<file path="src/rtl/change_dispenser.sv">
// Greedy 25/10/5 coin payout to a hopper, one coin per ack, skipping empty tubes; faults with the unpaid shortfall.
// Latency: start -> SELECT next cycle, 2 cycles per immediately-acked coin; hopper stalls bounded by TIMEOUT.
module change_dispenser #(
    parameter int BITS    = 6,
    parameter int TIMEOUT = 16
) (
    input  logic            clk,
    input  logic            reset_n,
    input  logic            start,
    input  logic [BITS-1:0] amount,
    input  logic            empty25,
    input  logic            empty10,
    input  logic            empty5,
    input  logic            hopper_ack,
    input  logic            fault_clr,
    output logic            d25,
    output logic            d10,
    output logic            d5,
    output logic            busy,
    output logic            done,
    output logic            fault,
    output logic [BITS-1:0] remaining,
    output logic [BITS-1:0] shortfall
);

    typedef enum logic [2:0] {
        IDLE,
        SELECT,
        DISPENSE,
        DONE,
        FAULT
    } state_t;

    localparam logic [BITS-1:0] C25  = BITS'(25);
    localparam logic [BITS-1:0] C10  = BITS'(10);
    localparam logic [BITS-1:0] C5   = BITS'(5);
    localparam logic [7:0]      TMAX = 8'(TIMEOUT - 1);

    state_t          state_q, state_d;
    logic [BITS-1:0] rem_q, rem_d;
    logic [BITS-1:0] short_q, short_d;
    logic            d25_q, d25_d;
    logic            d10_q, d10_d;
    logic            d5_q, d5_d;
    logic [7:0]      tcnt_q, tcnt_d;
    logic [BITS-1:0] coin;

    // Only one request register is ever set, so it encodes the coin in flight.
    assign coin = d25_q ? C25 : (d10_q ? C10 : C5);

    always_comb begin
        state_d = state_q;
        rem_d   = rem_q;
        short_d = short_q;
        d25_d   = d25_q;
        d10_d   = d10_q;
        d5_d    = d5_q;
        tcnt_d  = tcnt_q;
        case (state_q)
            IDLE: begin
                if (start) begin
                    rem_d   = amount;
                    state_d = SELECT;
                end
            end
            SELECT: begin
                if (rem_q >= C25 && !empty25) begin
                    d25_d   = 1'b1;
                    tcnt_d  = 8'd0;
                    state_d = DISPENSE;
                end else if (rem_q >= C10 && !empty10) begin
                    d10_d   = 1'b1;
                    tcnt_d  = 8'd0;
                    state_d = DISPENSE;
                end else if (rem_q >= C5 && !empty5) begin
                    d5_d    = 1'b1;
                    tcnt_d  = 8'd0;
                    state_d = DISPENSE;
                end else if (rem_q == '0) begin
                    state_d = DONE;
                end else begin
                    short_d = rem_q;
                    state_d = FAULT;
                end
            end
            DISPENSE: begin
                // Ack is checked first so a coin landing on the expiry edge still counts.
                if (hopper_ack) begin
                    rem_d   = rem_q - coin;
                    d25_d   = 1'b0;
                    d10_d   = 1'b0;
                    d5_d    = 1'b0;
                    state_d = SELECT;
                end else if (tcnt_q == TMAX) begin
                    d25_d   = 1'b0;
                    d10_d   = 1'b0;
                    d5_d    = 1'b0;
                    short_d = rem_q;
                    state_d = FAULT;
                end else begin
                    tcnt_d = tcnt_q + 8'd1;
                end
            end
            DONE: begin
                state_d = IDLE;
            end
            FAULT: begin
                if (fault_clr) begin
                    short_d = '0;
                    rem_d   = '0;
                    state_d = IDLE;
                end
            end
            default: begin
                state_d = IDLE;
            end
        endcase
    end

    always_ff @(posedge clk or negedge reset_n) begin
        if (!reset_n) begin
            state_q <= IDLE;
            rem_q   <= '0;
            short_q <= '0;
            d25_q   <= 1'b0;
            d10_q   <= 1'b0;
            d5_q    <= 1'b0;
            tcnt_q  <= 8'd0;
        end else begin
            state_q <= state_d;
            rem_q   <= rem_d;
            short_q <= short_d;
            d25_q   <= d25_d;
            d10_q   <= d10_d;
            d5_q    <= d5_d;
            tcnt_q  <= tcnt_d;
        end
    end

    assign d25       = d25_q;
    assign d10       = d10_q;
    assign d5        = d5_q;
    assign busy      = (state_q == SELECT) || (state_q == DISPENSE);
    assign done      = (state_q == DONE);
    assign fault     = (state_q == FAULT);
    assign remaining = rem_q;
    assign shortfall = short_q;

endmodule

</file>
<file path="config.mk">
export PLATFORM = sky130hd
export DESIGN_NAME = change_dispenser
export DESIGN_NICKNAME = d
export VERILOG_FILES = /design/src/rtl/change_dispenser.sv
export SDC_FILE = /design/constraint.sdc
export NUM_CORES = 1
export LEC_CHECK = 0
export CAP_MARGIN = 10
export CORE_ASPECT_RATIO = 0.8
export CORE_UTILIZATION = 45
export DETAILED_ROUTE_END_ITERATION = 8
export GPL_TIMING_DRIVEN = 0
export PLACE_DENSITY = 0.78
export SYNTH_ARGS = -nofsm -noshare
export SYNTH_HDL_FRONTEND = slang
export SYNTH_SLANG_ARGS = --single-unit
</file>
<file path="constraint.sdc">
create_clock -name clk -period 3.9 [get_ports clk]
set_input_delay 1.17 -clock clk [delete_from_list [all_inputs] [get_ports clk]]
set_output_delay 1.17 -clock clk [all_outputs]
set_load 0.03 [all_outputs]
</file>
==> results.yml, run 1 <==
grt:
  grt_max_degree: 27
  grt_use_total_pct: 21.9
  antenna_found_initial: 0
  grt.overflow.total: 0
  grt_pass1_vias: 1414
  grt_pass1_wl_microns: 6770
cells_and_area:
  final_util_pct: 60.3
  area_growth_pct: 25.6
  layout-drive-gt1-share_pct: 10.1
  n_antenna_cell: 0
  layout_common_cells: "clkdlybuf4s50_1, dfrtp_1, nor2_1"
  nets: 240
  seqCellArea_sq_um: 651
  stdcell_count: 260
  multi_input_area_sq_um: 958
  fin_area_sq_mm: 0.00212
  final_common_cell: "clkdlybuf4s50_1"
  fillCellCount: 302
floorplanning:
  dieArea_sq_mm: 0.00400
  die_w_microns: 70.5
  coreArea_sq_mm: 0.00352
  initial_core_util_pct: 48.0
  fp.dieH_microns: 56.8
  rows: 19
  io_pins: 32
place:
  dpl.cell_count: 255
  place_area_sq_mm: 0.00205
  port_buffers: 31
  place_hpwl_microns: 2890
  gp_congestion: 0.897
critical_path:
  reg2reg_depth: 7
  crit_start: "state_q[2]$_DFFE_PN0P_"
  critPathRequiredTime_ns: 2.73
  cp-start-kind: "register"
  worst-setup-path-type: "reg -> out"
  worstReg2RegEnd: "shortfall[0]$_DFFE_PN0P_"
  cp_data_arrival_time_ns: 2.29
  slowest_stage: "clkdlybuf4s50_1"
  reg2reg_from: "tcnt_q[0]$_DFFE_PN0P_"
  critPathCaptureType: "primary output"
  cpPeakStageDelay_ns: 0.67
  critical_path.endpoint: "busy"
  r2r_slack_ns: 1.84
  crit_chain: "buf_6, or3b_4, clkbuf_1, nand2_1, clkdlybuf4s50_1"
  critPathMaxFanout: 10
logic_synthesis:
  yosys-top-cells-area: "dfrtp_1, nor2_1, ha_1"
  async_flop_share_pct: 100
  netlist.area_leader.share_pct: 38.5
  avgSynthCellArea_sq_um: 9.28
  syn_inst: 182
  synth_edf_count: 0
  yosys_warnings: 0
  ys_seq_elements: 26
  synth_fp_nets: 203
  synth_area_sq_mm: 0.00169
  yosysTopAreaCell: "dfrtp_1"
  ys.flop_type: "dfrtp_1"
  synthDistinctLibCells: 47
  seq_area_frac_synth_pct: 38.5
cts:
  cts_resized: 0
  clkLatencyLatePin_ns: 0.27
  cts_root_buf: "clkbuf_8"
  cts_buffer_depth: 2
  postCtsSetupBuffers: 0
  cts_tree: "built"
  cts_sinks: 26
  clkSlewWorstSetupHoldPaths_ns: 0.09
  cts_buffers: 3
  h-tree-depth: 1
  hold_buffers: 0
routing:
  drt-pass1-iter-count: 7
  ant_nets: 0
  drt_iter0_drc: 115
  via_count: 1465
  drc: 10
  finalWirelength_microns: 3790
  routed_via_density: 5.63
  wl_per_cell_microns: 14.6
sta:
  rsz0062_at_grt: "no"
  setup_tns_ns: 0
  drv_slew: 0
  skew_ns: 0.00717
  fin_crit_sh_pct: 88.8
  timing.fmax_mhz: 289
  min_period_ns: 3.46
  finalHoldViolCount: 0
  tightest_slew_ns: 0.536
  slew_headroom_pct: 63.3
  setup_viol: 0
hold_path:
  worstHoldStart: "shortfall[0]$_DFFE_PN0P_"
  hold_class: "reg -> reg"
status:
  violations: "design-rule violations"
  status: "finished with violations"
run:
  maxCapViolCount: 0
power_and_ir_drop:
  pwr_density_cell_mw_per_mm2: 893
  p_leak_nw: 0.959
  ir_drop_mv: 0.335
==> per-stage QoR <==
| stage | power (mW) | worst slack [ns] | hold WS, ns |
|---|---|---|---|
| floorplan | 1.34 | 1.38 | 0.480 |
| global placement | 1.69 | 0.730 | 0.498 |
| detailed placement | 1.72 | 0.739 | 0.501 |
| CTS | 1.90 | 0.425 | 0.521 |
| global route | 2.06 | 0.350 | 0.536 |
| finish | 1.89 | 0.438 | 0.521 |
==> worst min-delay path by stage <==
stage / endpoint / depth (start not counted)
finish: shortfall[0]$_DFFE_PN0P_ / 1
global route: shortfall[0]$_DFFE_PN0P_ / 1
detailed placement: shortfall[0]$_DFFE_PN0P_ / 1
floorplan: tcnt_q[0]$_DFFE_PN0P_ / 1
CTS: shortfall[0]$_DFFE_PN0P_ / 1
global placement: shortfall[0]$_DFFE_PN0P_ / 1
==> synth_stat cells, types with 2 or more instances <==
cell type / instances
o31ai_1: 4
nand4_1: 2
nand2b_1: 3
a31oi_1: 4
mux2i_1: 6
nor2_1: 21
nor3_1: 2
o21ai_0: 14
o21a_1: 5
nand2_1: 18
ha_1: 6
a22oi_1: 3
dfrtp_1: 26
and3_1: 4
a21oi_1: 12
inv_1: 12
nand3b_1: 4
o211ai_1: 3
nand3_1: 3
clkbuf_1: 3
==> kinds of logic (layout without fill, tap and decap cells) <==
logic type / count (synthesis) / in the layout / synth area share [%]
XOR/XNOR: 2 / 2 / 1.04
multiplexers: 7 / 7 / 4.44
adder cells (fa/ha/maj): 7 / 7 / 5.63
AO/OA/AOI/OAI: 54 / 54 / 21.9
buffers and inverters: 18 / 54 / 4.74
AND/OR/NAND/NOR: 68 / 68 / 23.7
flip-flops: 26 / 26 / 38.5
==> layout make-up <==
cell class | instances | share of cell area [%]
plain buffers | 6 | 1.65
clock buffers | 4 | 2.59
inverters | 12 | 2.12
multi-input cells | 138 | 45.2
flip-flops and latches | 26 | 30.7
well taps | 42 | 2.48
repair buffers | 32 | 15.3
==> layer usage <==
layer  vias up  routed length, microns  GRT usage, %
met5         -                       0             0
met4         0                      75          8.16
met3        11                     212          5.39
met2        49                    1640          31.8
met1       674                    1860          31.3
li1        731                       -             -
==> worst max-delay path, delay by kind of cell, from the launching register on <==
family,cells,cell delay (ns)
buf+inv,3,1.07
flops,1,0.38
simple gates,2,0.57
==> power breakdown <==
part / internal (mW) / total [mW] / switching [mW]
clock: 0.0903 / 0.173 / 0.0827
combinational: 0.534 / 1.23 / 0.696
sequential: 0.375 / 0.492 / 0.117
total: 0.999 / 1.89 / 0.895
==> state kept, by name, indices dropped and copies added, names as in the netlist <==
name and cells:
d5 1, d10 1, shortfall 6, state_q 3
tcnt_q 8, d25 1, remaining 6
(Power assumes the default switching activity.)
==> run 2: changes to the inputs <==
--- a/config.mk
+++ b/config.mk
@@ -7,6 +7,7 @@
 export LEC_CHECK = 0
 export CAP_MARGIN = 10
 export CORE_ASPECT_RATIO = 0.8
+export CORE_MARGIN = 3
 export CORE_UTILIZATION = 45
 export DETAILED_ROUTE_END_ITERATION = 8
 export GPL_TIMING_DRIVEN = 0
==> run 2 against run 1 <==
  * Flip-flop and latch count unchanged
  * Clock power about the same
  * Worst setup slack got worse by 0.0015 ns
  * Non-clock buffer count unchanged
  * Worst hold slack about the same
  * Sequential power about the same
  * Critical path depth unchanged
  * First-iteration DRC count increased by 10%
  * Wire length increased by 0.82%
  * Cell count unchanged
  * The flow now finishes without violations
==> results.yml, run 2 (synthesis gave the netlist of run 1 again) <==
grt:
  antenna_found_initial: 0
  grt_max_degree: 27
  grt_pass1_vias: 1384
  grt.overflow.total: 0
  grt_pass1_wl_microns: 6290
  grt_use_total_pct: 18.1
sta:
  tightest_slew_ns: 0.542
  setup_slack_ns: 0.437
  finalHoldViolCount: 0
  fin_crit_sh_pct: 88.8
  slew_headroom_pct: 62.9
  drv_slew: 0
  skew_ns: 0.00597
  min_period_ns: 3.46
  rsz0062_at_grt: "no"
  timing.fmax_mhz: 289
  setup_tns_ns: 0
  hold_slack_ns: 0.521
  setup_viol: 0
cells_and_area:
  n_antenna_cell: 0
  nets: 240
  fin_area_sq_mm: 0.00212
  largest_register: "tcnt_q"
  layout-drive-gt1-share_pct: 10.1
  area_growth_pct: 25.6
  layout_common_cells: "clkdlybuf4s50_1, dfrtp_1, nor2_1"
  largest_register_ffs: 8
  final_common_cell: "clkdlybuf4s50_1"
power_and_ir_drop:
  power_frac_clock_pct: 9.1
  p_int_mw: 0.998
  pwr_density_cell_mw_per_mm2: 891
  power_frac_comb_pct: 65.0
  p_leak_nw: 0.959
  ir_drop_mv: 0.514
  switching_share_pct: 47.2
  p_seq_share_pct: 25.9
  netSwitchingPower_mw: 0.893
routing:
  routed_via_density: 5.53
  drt_iter0_drc: 127
  via_count: 1439
  drt-pass1-iter-count: 4
  wl_per_cell_microns: 14.7
  ant_nets: 0
  finalWirelength_microns: 3820
  drc: 0
cts:
  postCtsSetupBuffers: 0
  cts_buffer_depth: 2
  cts_root_buf: "clkbuf_8"
  hold_buffers: 0
  cts_sinks: 26
  cts_buffers: 3
  h-tree-depth: 1
  cts_tree: "built"
  clkLatencyLatePin_ns: 0.27
  cts_resized: 0
  clkSlewWorstSetupHoldPaths_ns: 0.09
floorplanning:
  fp.dieH_microns: 60.8
  coreArea_sq_mm: 0.00352
  initial_core_util_pct: 48.0
  dieArea_sq_mm: 0.00453
  die_w_microns: 74.5
  rows: 19
  io_pins: 32
place:
  place_area_sq_mm: 0.00205
  port_buffers: 31
  gp_congestion: 0.857
  pre_cts_ws_ns: 0.739
  place_hpwl_microns: 2970
critical_path:
  critPathCaptureType: "primary output"
  cp-start-kind: "register"
  worst-setup-path-type: "reg -> out"
  cp_data_arrival_time_ns: 2.29
  reg2reg_from: "d25$_DFFE_PN0P_"
  crit_start: "state_q[2]$_DFFE_PN0P_"
  critPathMaxFanout: 10
  critPathRequiredTime_ns: 2.73
hold_path:
  worstHoldStart: "shortfall[1]$_DFFE_PN0P_"
  hold_class: "reg -> reg"
run:
  maxCapViolCount: 0
status:
  status: "finished clean"
[run 2: stage by stage]
stage	util, %	power (mW)	std cells
finish	60.3	1.89	260
detailed placement	58.3	1.72	255
floorplan	-	1.34	182
CTS	59.9	1.90	259
global placement	58.3	1.69	255
global route	60.3	2.04	260
[run 2: worst max-delay path, stage by stage, from the launching register on]
cell and delay, ns:
dfrtp_1 0.38, buf_6 0.14, or3b_4 0.44, clkbuf_1 0.26, nand2_1 0.14, clkdlybuf4s50_1 0.67
[run 2: worst paths after layout]
| path | end | slack, ns | cells past startpoint |
|---|---|---|---|
| min in group asynchronous | shortfall[5]$_DFFE_PN0P_ | 1.25 | 1 |
| setup reg to reg | remaining[4]$_DFFE_PN0P_ | 1.83 | 10 |
| max in group asynchronous | d5$_DFFE_PN0P_ | 2.15 | 2 |
| setup / recovery | busy | 0.44 | 5 |
| hold / removal | shortfall[1]$_DFFE_PN0P_ | 0.52 | 2 |
| hold reg to reg | shortfall[1]$_DFFE_PN0P_ | 0.52 | 2 |
[run 2: power groups by stage]
stage	Clock [mW]	Combinational [mW]	Sequential, mW
after global routing	0.189	1.35	0.507
after floorplan	0	0.716	0.628
final	0.172	1.23	0.490
after global placement	0	1.20	0.493
after CTS	0.179	1.23	0.492
after detailed placement	0	1.22	0.498
[run 2: area by class of cell]
cell class	count	area (sq um)
clock buffer	4	55.1
multi-input combinational	138	958
inverter	12	45.0
fill	326	1400
tap	42	52.6
timing repair buffer	32	325
sequential	26	651
buffer	6	35.0
[run 2: metal layers]
| metal | wire (microns) | track usage [%] |
|---|---|---|
| met5 | 0 | 0 |
| met4 | 55 | 5.08 |
| met3 | 163 | 3.81 |
| met2 | 1670 | 29.4 |
| met1 | 1940 | 24.7 |
